**src/rtl/echo_arb_pkg.sv**
```systemverilog
// Shared types and the round-robin pick helper for the echo arbiter.
// Tags are sized for the largest supported requester count so that every file shares one tag type.
package echo_arb_pkg;

    localparam int NUM_REQ_MAX = 8;
    localparam int TAG_W       = $clog2(NUM_REQ_MAX);

    typedef logic [TAG_W-1:0] tag_t;

    typedef struct packed {
        logic valid;
        tag_t idx;
    } pick_t;

    // Walks the requesters starting at ptr and wraps at num, so the first active index wins.
    function automatic pick_t rr_pick(input logic [NUM_REQ_MAX-1:0] req,
                                      input tag_t ptr,
                                      input int unsigned num);
        pick_t p;
        tag_t  cand;
        p    = '0;
        cand = ptr;
        for (int unsigned k = 0; k < NUM_REQ_MAX; k++) begin
            if (k < num) begin
                if (!p.valid && req[cand]) begin
                    p.valid = 1'b1;
                    p.idx   = cand;
                end
                cand = (cand == tag_t'(num - 1)) ? '0 : cand + 1'b1;
            end
        end
        return p;
    endfunction

endpackage

```
**src/rtl/echo_tag_fifo.sv**
```systemverilog
// Circular buffer of requester tags using the enq/first/deq method convention.
// DEPTH is a power of two, at least 2.
module echo_tag_fifo
    import echo_arb_pkg::*;
#(
    parameter int DEPTH = 4
) (
    input  logic                     CLK,
    input  logic                     RST,
    input  logic                     enq__ENA,
    input  logic [TAG_W-1:0]         enq_v,
    output logic                     enq__RDY,
    input  logic                     deq__ENA,
    output logic                     deq__RDY,
    output logic [TAG_W-1:0]         first,
    output logic                     first__RDY,
    output logic [$clog2(DEPTH):0]   count
);

    localparam int PTR_W = $clog2(DEPTH);
    localparam int CNT_W = $clog2(DEPTH) + 1;

    tag_t             mem_q [DEPTH];
    logic [PTR_W-1:0] wr_q, wr_d;
    logic [PTR_W-1:0] rd_q, rd_d;
    logic [CNT_W-1:0] count_q, count_d;
    logic             doEnq, doDeq;

    assign enq__RDY   = (count_q < CNT_W'(DEPTH));
    assign deq__RDY   = (count_q != '0);
    assign first__RDY = deq__RDY;
    assign first      = mem_q[rd_q];
    assign count      = count_q;

    assign doEnq = enq__ENA & enq__RDY;
    assign doDeq = deq__ENA & deq__RDY;

    always_comb begin
        wr_d    = wr_q;
        rd_d    = rd_q;
        count_d = count_q;
        if (doEnq) begin
            wr_d = (wr_q == PTR_W'(DEPTH - 1)) ? '0 : wr_q + 1'b1;
        end
        if (doDeq) begin
            rd_d = (rd_q == PTR_W'(DEPTH - 1)) ? '0 : rd_q + 1'b1;
        end
        // A simultaneous push and pop leaves the occupancy unchanged.
        case ({doEnq, doDeq})
            2'b10:   count_d = count_q + 1'b1;
            2'b01:   count_d = count_q - 1'b1;
            default: count_d = count_q;
        endcase
    end

    always_ff @(posedge CLK or posedge RST) begin
        if (RST) begin
            wr_q    <= '0;
            rd_q    <= '0;
            count_q <= '0;
        end else begin
            wr_q    <= wr_d;
            rd_q    <= rd_d;
            count_q <= count_d;
        end
    end

    always_ff @(posedge CLK) begin
        if (doEnq) begin
            mem_q[wr_q] <= enq_v;
        end
    end

endmodule

```
**src/rtl/echo_rr_arbiter.sv**
```systemverilog
// Round-robin arbiter sharing one in-order echo datapath among NUM_REQ requesters;
// a tag FIFO remembers who issued each request so responses route back to the issuer.
module echo_rr_arbiter
    import echo_arb_pkg::*;
#(
    parameter int NUM_REQ   = 4,
    parameter int DATA_W    = 32,
    parameter int TAG_DEPTH = 4
) (
    input  logic                        CLK,
    input  logic                        RST,
    input  logic [NUM_REQ-1:0]          req__ENA,
    input  logic [NUM_REQ*DATA_W-1:0]   req_v,
    output logic [NUM_REQ-1:0]          req__RDY,
    output logic                        echoReq__ENA,
    output logic [DATA_W-1:0]           echoReq_v,
    input  logic                        echoReq__RDY,
    input  logic                        resp__ENA,
    input  logic [DATA_W-1:0]           resp_v,
    output logic                        resp__RDY,
    output logic [NUM_REQ-1:0]          ind__ENA,
    output logic [DATA_W-1:0]           ind_v,
    input  logic [NUM_REQ-1:0]          ind__RDY,
    output logic [$clog2(TAG_DEPTH):0]  outstanding,
    output logic                        err
);

    localparam int CNT_W = $clog2(TAG_DEPTH) + 1;

    tag_t                   rr_q, rr_d;
    logic                   err_q, err_d;
    logic [NUM_REQ_MAX-1:0] reqPad;
    logic [NUM_REQ_MAX-1:0] indRdyPad;
    pick_t                  pick;
    logic                   canIssue;
    logic                   grantValid;
    logic                   tagEnqRdy;
    logic                   tagDeqRdy;
    logic                   tagFirstRdy;
    logic                   tagDeq;
    tag_t                   tagHead;
    logic [CNT_W-1:0]       tagCount;

    // Full check looks only at the current count, so a response never feeds the grant path.
    always_comb begin
        reqPad                = '0;
        reqPad[NUM_REQ-1:0]   = req__ENA;
        canIssue              = echoReq__RDY & tagEnqRdy & ~RST;
        pick                  = rr_pick(reqPad, rr_q, NUM_REQ);
        grantValid            = canIssue & pick.valid;
        req__RDY              = '0;
        echoReq_v             = '0;
        for (int i = 0; i < NUM_REQ; i++) begin
            if (grantValid && (pick.idx == TAG_W'(i))) begin
                req__RDY[i] = 1'b1;
                echoReq_v   = req_v[i*DATA_W +: DATA_W];
            end
        end
        echoReq__ENA = |(req__ENA & req__RDY);
    end

    always_comb begin
        indRdyPad              = '0;
        indRdyPad[NUM_REQ-1:0] = ind__RDY;
        resp__RDY              = tagFirstRdy & indRdyPad[tagHead] & ~RST;
        tagDeq                 = resp__ENA & resp__RDY;
        ind__ENA               = '0;
        for (int i = 0; i < NUM_REQ; i++) begin
            if (tagDeq && (tagHead == TAG_W'(i))) begin
                ind__ENA[i] = 1'b1;
            end
        end
        ind_v = resp_v;
    end

    // A response with nothing outstanding can only be a protocol violation; remember it.
    always_comb begin
        rr_d  = rr_q;
        err_d = err_q | (resp__ENA & ~tagDeqRdy);
        if (grantValid) begin
            rr_d = (pick.idx == TAG_W'(NUM_REQ - 1)) ? '0 : pick.idx + 1'b1;
        end
    end

    always_ff @(posedge CLK or posedge RST) begin
        if (RST) begin
            rr_q  <= '0;
            err_q <= 1'b0;
        end else begin
            rr_q  <= rr_d;
            err_q <= err_d;
        end
    end

    echo_tag_fifo #(
        .DEPTH (TAG_DEPTH)
    ) u_tagFifo (
        .CLK        (CLK),
        .RST        (RST),
        .enq__ENA   (grantValid),
        .enq_v      (pick.idx),
        .enq__RDY   (tagEnqRdy),
        .deq__ENA   (tagDeq),
        .deq__RDY   (tagDeqRdy),
        .first      (tagHead),
        .first__RDY (tagFirstRdy),
        .count      (tagCount)
    );

    assign outstanding = tagCount;
    assign err         = err_q;

endmodule

```
**config.mk**
```make
export PLATFORM = sky130hd
export DESIGN_NAME = echo_rr_arbiter
export DESIGN_NICKNAME = d
export VERILOG_FILES = /design/src/rtl/echo_arb_pkg.sv /design/src/rtl/echo_tag_fifo.sv /design/src/rtl/echo_rr_arbiter.sv
export SDC_FILE = /design/constraint.sdc
export NUM_CORES = 1
export LEC_CHECK = 0
export CAP_MARGIN = 15
export CORE_MARGIN = 2
export CORE_UTILIZATION = 30
export DETAILED_ROUTE_END_ITERATION = 10
export PLACE_DENSITY = 0.91
export SLEW_MARGIN = 0
export SYNTH_ARGS = -nofsm -noshare
export SYNTH_HDL_FRONTEND = slang
export SYNTH_SLANG_ARGS = --single-unit
```
**constraint.sdc**
```tcl
create_clock -name CLK -period 4.4 [get_ports CLK]
set_input_delay 0.88 -clock CLK [delete_from_list [all_inputs] [get_ports CLK]]
set_output_delay 0.88 -clock CLK [all_outputs]
set_load 0.02 [all_outputs]
```
==> results.yml, run 1 <==
floorplan:
  core-area_sq_mm: 0.00968
  die-area_sq_mm: 0.0107
  die_x_um: 103
  initial_core_util_pct: 30.5
  rows: 36
  ios: 250
  die_h_um: 103
synth:
  yosysTopAreaCellShare_pct: 16.6
  ys_seq_elements: 23
  synth-edff-count: 12
  synth.yosys.seq_area_share_pct: 21.5
  async_flop_share_pct: 47.8
  yosysWarnings: 0
  synthCells: 390
  yosysUniqueCellTypes: 49
  synthFlopType: "edfxtp_1"
  syn_area_sq_mm: 0.00295
  yosysTopAreaCell: "a21oi_1"
  avgSynthCellArea_sq_um: 7.57
  synth_area_leaders: "a21oi_1, edfxtp_1, dfrtp_1"
cells_and_area:
  drive_gt1_share_pct: 45.6
  nNetsFinal: 805
  final_cell_mix: "clkdlybuf4s50_1, a21oi_2, buf_4, nor2_1, buf_6"
  fill_cells: 717
  area_growth_pct: 113
  final_common_cell: "clkdlybuf4s50_1"
  stdcell_count: 751
  diodes: 0
hold_path:
  hold_class: "flip-flop to flip-flop"
timing:
  rsz0062_at_grt: "true"
  slew_violations: 0
  fin_crit_ns: 5.07
  setup_viol: 36
  hold_viol: 0
  skew_ns: 0.00857
  period_share_pct: 115
  worst_slack_ns: -0.670
  fmax_mhz: 197
placement:
  dp_hpwl_um: 9640
  port_buffers: 185
  gp_congestion: 0.918
  dpl.cell_count: 699
routing:
  antenna_left: 0
  viasPerCell: 5.55
  drc: 0
  drt_iter0_drc: 267
  dr_total_vias: 4165
  wire_per_inst_um: 21.2
  drt-total-wl_um: 16000
  first_pass_iters: 5
status:
  status: "complete, but fails checks"
  violations: "negative setup slack"
clocking:
  cts_max_path_buffers: 2
  tritoncts: "done"
  clk_pin_slew_ns: 0.09
  cts_sinks: 23
  cts_buffers: 3
  cts-root-buf: "clkbuf_8"
  htreeDepth: 1
  clock_latency_ns: 0.27
grt:
  grt_pass1_wl_um: 21800
  globalRouteOverflowTotal: 0
  antenna_found_initial: 0
  grtUsageTotal_pct: 26.8
  grt_pass1_vias: 4215
  grt_max_degree: 30
setup_path:
  worst_setup_path_start_kind: "flip-flop"
  critPathSlowestCell: "or4_4"
  crit_buf_inv: 5
  crit_arrival_ns: 4.19
  end_kind: "output pin"
  required_ns: 3.52
  crit_chain: "ha_4, nor2b_4, nor2_4, ha_4, mux4_2, o21a_4, or4_4, a311oi_4, inv_2, ha_4, buf_12, nor3_4, buf_6, buf_12, o211ai_1, a21oi_2, buf_6"
  worstSetupPathType: "flip-flop to output pin"
  critPathMostFrequentCell: "ha_4"
  r2r_setup_slack_ns: 0.84
  cpPeakStageDelay_ns: 0.44
  path_delay_family: "simple AND/OR/NAND/NOR gates"
  worstPathMaxFanout: 8
job:
  max_cap_violations: 0
[cell usage after synthesis (2+ instances only)]
cell type	count
ha_1	13
a21oi_1	98
nand3b_1	2
nor2b_1	2
clkbuf_1	21
mux4_2	5
inv_2	2
and2_1	3
mux2i_1	5
inv_1	17
mux2_2	2
or3_1	2
a22oi_1	2
nor3_1	5
o211ai_1	31
mux2_4	2
a21o_1	2
nand2b_1	2
edfxtp_1	12
nor3b_1	3
xor2_1	2
nand2_1	3
and3_1	32
nor2_1	48
o21ai_0	3
buf_1	2
buf_4	32
dfrtp_1	11
buf_6	5
a211oi_1	2
[per-stage QoR]
stage               util [%]  instance area, sq um  hold WS [ns]  worst slack, ns  setup TNS (ns)
floorplan                  -                  3190         0.522          0.00200               0
global placement        53.7                  5200         0.438           -0.907          -29.86
detailed placement      53.7                  5200         0.449           -0.979          -33.03
CTS                     60.6                  5870         0.469           -0.439          -12.46
global route            64.9                  6290         0.502           -0.773          -21.82
finish                  64.9                  6290         0.466           -0.670          -17.87
[worst paths after layout]
check / from / to / depth (start not counted)
max: rr_q[1] / echoReq_v[29] / 17
min in group asynchronous: RST / u_tagFifo.wr_q[0] / 2
max reg2reg: rr_q[1] / u_tagFifo.count[2] / 20
max in group asynchronous: RST / u_tagFifo.rd_q[0] / 2
min reg2reg: err / err / 1
min: err / err / 1
[registers in the layout (all words and copies together) (netlist names)]
| name | flops |
|---|---|
| u_tagFifo.mem_q | 12 |
| u_tagFifo.wr_q | 2 |
| err | 1 |
| u_tagFifo.rd_q | 2 |
| u_tagFifo.count | 3 |
| rr_q | 3 |
[final cells by class]
| class | instances | area (sq um) | share of cell area, % |
|---|---|---|---|
| clock buffer | 3 | 41.3 | 0.657 |
| inverter | 19 | 83.8 | 1.33 |
| timing repair inverter | 4 | 55.1 | 0.876 |
| sequential | 23 | 636 | 10.1 |
| clock inverter | 1 | 5.00 | 0.0796 |
| timing repair buffer | 278 | 2860 | 45.5 |
| multi-input combinational | 290 | 2440 | 38.8 |
| tap | 133 | 166 | 2.65 |
[metal layers]
layer	share of wire [%]	up-vias	GRT usage (%)
met4	4.8	0	11.5
met3	7.9	78	6.92
met1	36	1962	31.4
met5	0	-	0
li1	-	1842	-
met2	51	283	46.3
[cell families after synthesis]
group	count (synthesis)	share of synthesized area, %
compound gates	145	28.7
simple gates	109	19.4
buf+inv	80	15.5
flops	23	21.5
mux	15	7.67
fa+ha+maj	14	6.18
xor+xnor	3	0.890
other cells	1	0.127
[repair_timing]
item	CTS	global route
buffers inserted	32	14
pin swaps	39	53
cloned	8	1
hold buffers	0	0
endpoints found under the setup margin	37	37
resized for setup	248	100
Power of run 1 is not shown: default switching activity piles up to over one toggle a cycle in this logic, so the estimate is an artifact.
==> run 2: changes to the inputs <==
REMOVE_ABC_BUFFERS = 1   (was default)
==> run 2 against run 1 <==
The flow still finishes with violations (negative setup slack). Fmax is 4.1% higher. Global-route usage fell by 1.0 points. Register-to-register slack got worse by 0.12 ns.
==> results.yml, run 2 (same netlist as run 1, synthesis figures left out) <==
clocking:
  cts-root-buf: "clkbuf_8"
  tritoncts: "done"
  htreeDepth: 1
  cts_max_path_buffers: 2
  clk_pin_slew_ns: 0.08
  cts_buffers: 3
  cts_sinks: 23
  clock_latency_ns: 0.27
cells_and_area:
  final_common_cell: "clkdlybuf4s50_1"
  final_cell_mix: "clkdlybuf4s50_1, buf_4, a21oi_1, nor2_1, o211ai_1"
  fill_cells: 785
  stdcell_count: 729
  nNetsFinal: 783
  diodes: 0
  area_growth_pct: 97.7
  drive_gt1_share_pct: 32.6
  largest_register_ffs: 12
  fin_area_sq_mm: 0.00584
  top_register: "u_tagFifo.mem_q"
grt:
  grtUsageTotal_pct: 25.7
  grt_pass1_vias: 4095
  grt_pass1_wl_um: 20900
  globalRouteOverflowTotal: 0
  grt_max_degree: 27
  antenna_found_initial: 0
routing:
  antenna_left: 0
  wire_per_inst_um: 20.7
  drt-total-wl_um: 15100
  drt_iter0_drc: 100
  first_pass_iters: 4
  drc: 0
  dr_total_vias: 4041
  viasPerCell: 5.54
placement:
  gp_congestion: 0.869
  dpl.cell_count: 695
  dp_hpwl_um: 9790
  port_buffers: 185
  postPlaceCellArea_sq_mm: 0.00500
status:
  status: "complete, but fails checks"
  violations: "negative setup slack"
timing:
  skew_ns: 0.00541
  period_share_pct: 111
  rsz0062_at_grt: "true"
  fmax_mhz: 205
  worst_slack_ns: -0.473
  hold_viol: 0
  fin_crit_ns: 4.87
  setup_viol: 35
  slew_violations: 0
floorplan:
  die-area_sq_mm: 0.0107
  die_x_um: 103
  die_h_um: 103
  ios: 250
  initial_core_util_pct: 30.5
  rows: 36
  core-area_sq_mm: 0.00968
setup_path:
  required_ns: 3.52
  crit_arrival_ns: 3.99
  worstPathMaxFanout: 8
  worst_setup_path_start_kind: "input port"
  worstSetupPathType: "input port to output pin"
  end_kind: "output pin"
hold_path:
  hold_class: "flip-flop to flip-flop"
power:
  vdd_drop_max_v: 0.000607
  power.leakage_uw: 0.00242
  powerDensity_mw_per_mm2: 1170
job:
  max_cap_violations: 0
[run 2: cell count changes in the layout (fill, tap and decap cells not counted), sizes merged]
cell	change
clkinv	-1
buf	-21
clkbuf	+2
bufbuf	+1
inv	-3
[run 2: final cells by class]
| class | count | area [sq um] | area share, % |
|---|---|---|---|
| multi-input cells | 290 | 2200 | 37.7 |
| repair buffers | 260 | 2710 | 46.3 |
| inverters | 19 | 86.3 | 1.48 |
| well taps | 133 | 166 | 2.85 |
| clock inverters | 1 | 5.00 | 0.0857 |
| clock buffers | 3 | 41.3 | 0.707 |
| flip-flops and latches | 23 | 636 | 10.9 |
[run 2: worst max-delay path, stage by stage]
cell and delay (ns):
dlygate4sd2_1 0.26, buf_4 0.15, mux2i_1 0.24, a21oi_1 0.13, o21ai_1 0.31, a21boi_1 0.35, a311oi_4 0.16, buf_4 0.18
buf_4 0.15, ha_4 0.18, nor3_4 0.22, buf_6 0.15, buf_12 0.13, o211ai_1 0.14, a21oi_2 0.23, buf_6 0.14
[run 2: worst paths after layout]
check                            startpoint            endpoint  slack [ns]  cells past startpoint
max in group asynchronous               RST   u_tagFifo.rd_q[0]        3.09                      2
worst max register to register      rr_q[0]  u_tagFifo.count[2]        0.72                     19
worst max-delay path            req__ENA[1]        echoReq_v[6]       -0.47                     16
worst min-delay path                    err                 err        0.46                      1
min in group asynchronous               RST                 err        0.99                      2
worst min register to register          err                 err        0.46                      1
[run 2: per-stage QoR]
| step | hold slack (ns) | util [%] | TNS, ns | worst slack (ns) | power (uW) |
|---|---|---|---|---|---|
| global route | 0.498 | 60.3 | -17.69 | -0.607 | 7230 |
| detailed placement | 0.444 | 51.7 | -32.65 | -0.973 | 4280 |
| finish | 0.459 | 60.3 | -12.66 | -0.473 | 6830 |
| CTS | 0.463 | 58.1 | -12.07 | -0.422 | 6260 |
| floorplan | 0.515 | - | -71.08 | -2.15 | 2590 |
| global placement | 0.438 | 51.7 | -30.27 | -0.885 | 4120 |
[run 2: where the power goes]
part	switching, uW	total, uW	internal [uW]	leakage [uW]
clock network	67.3	131	63.3	0.0000255
logic	3020	6320	3300	0.00215
registers	60.1	381	321	0.000239
[run 2: layer usage]
layer / track usage, % / part of all wire [%] / vias up
li1: - / - / 1795
met1: 26.8 / 36 / 1906
met2: 44.8 / 49 / 274
met3: 10.0 / 10 / 64
met4: 12.2 / 4.4 / 2
met5: 6.25 / 0.38 / -
[run 2: timing repair]
action,CTS,global route
cloned,10,2
setup buffers,13,10
pin swaps,48,41
gates resized for setup,252,51
endpoints found under the hold margin,0,0
hold buffers,0,0
setup endpoints to repair,37,37
Power figures use the tool's default switching activity.
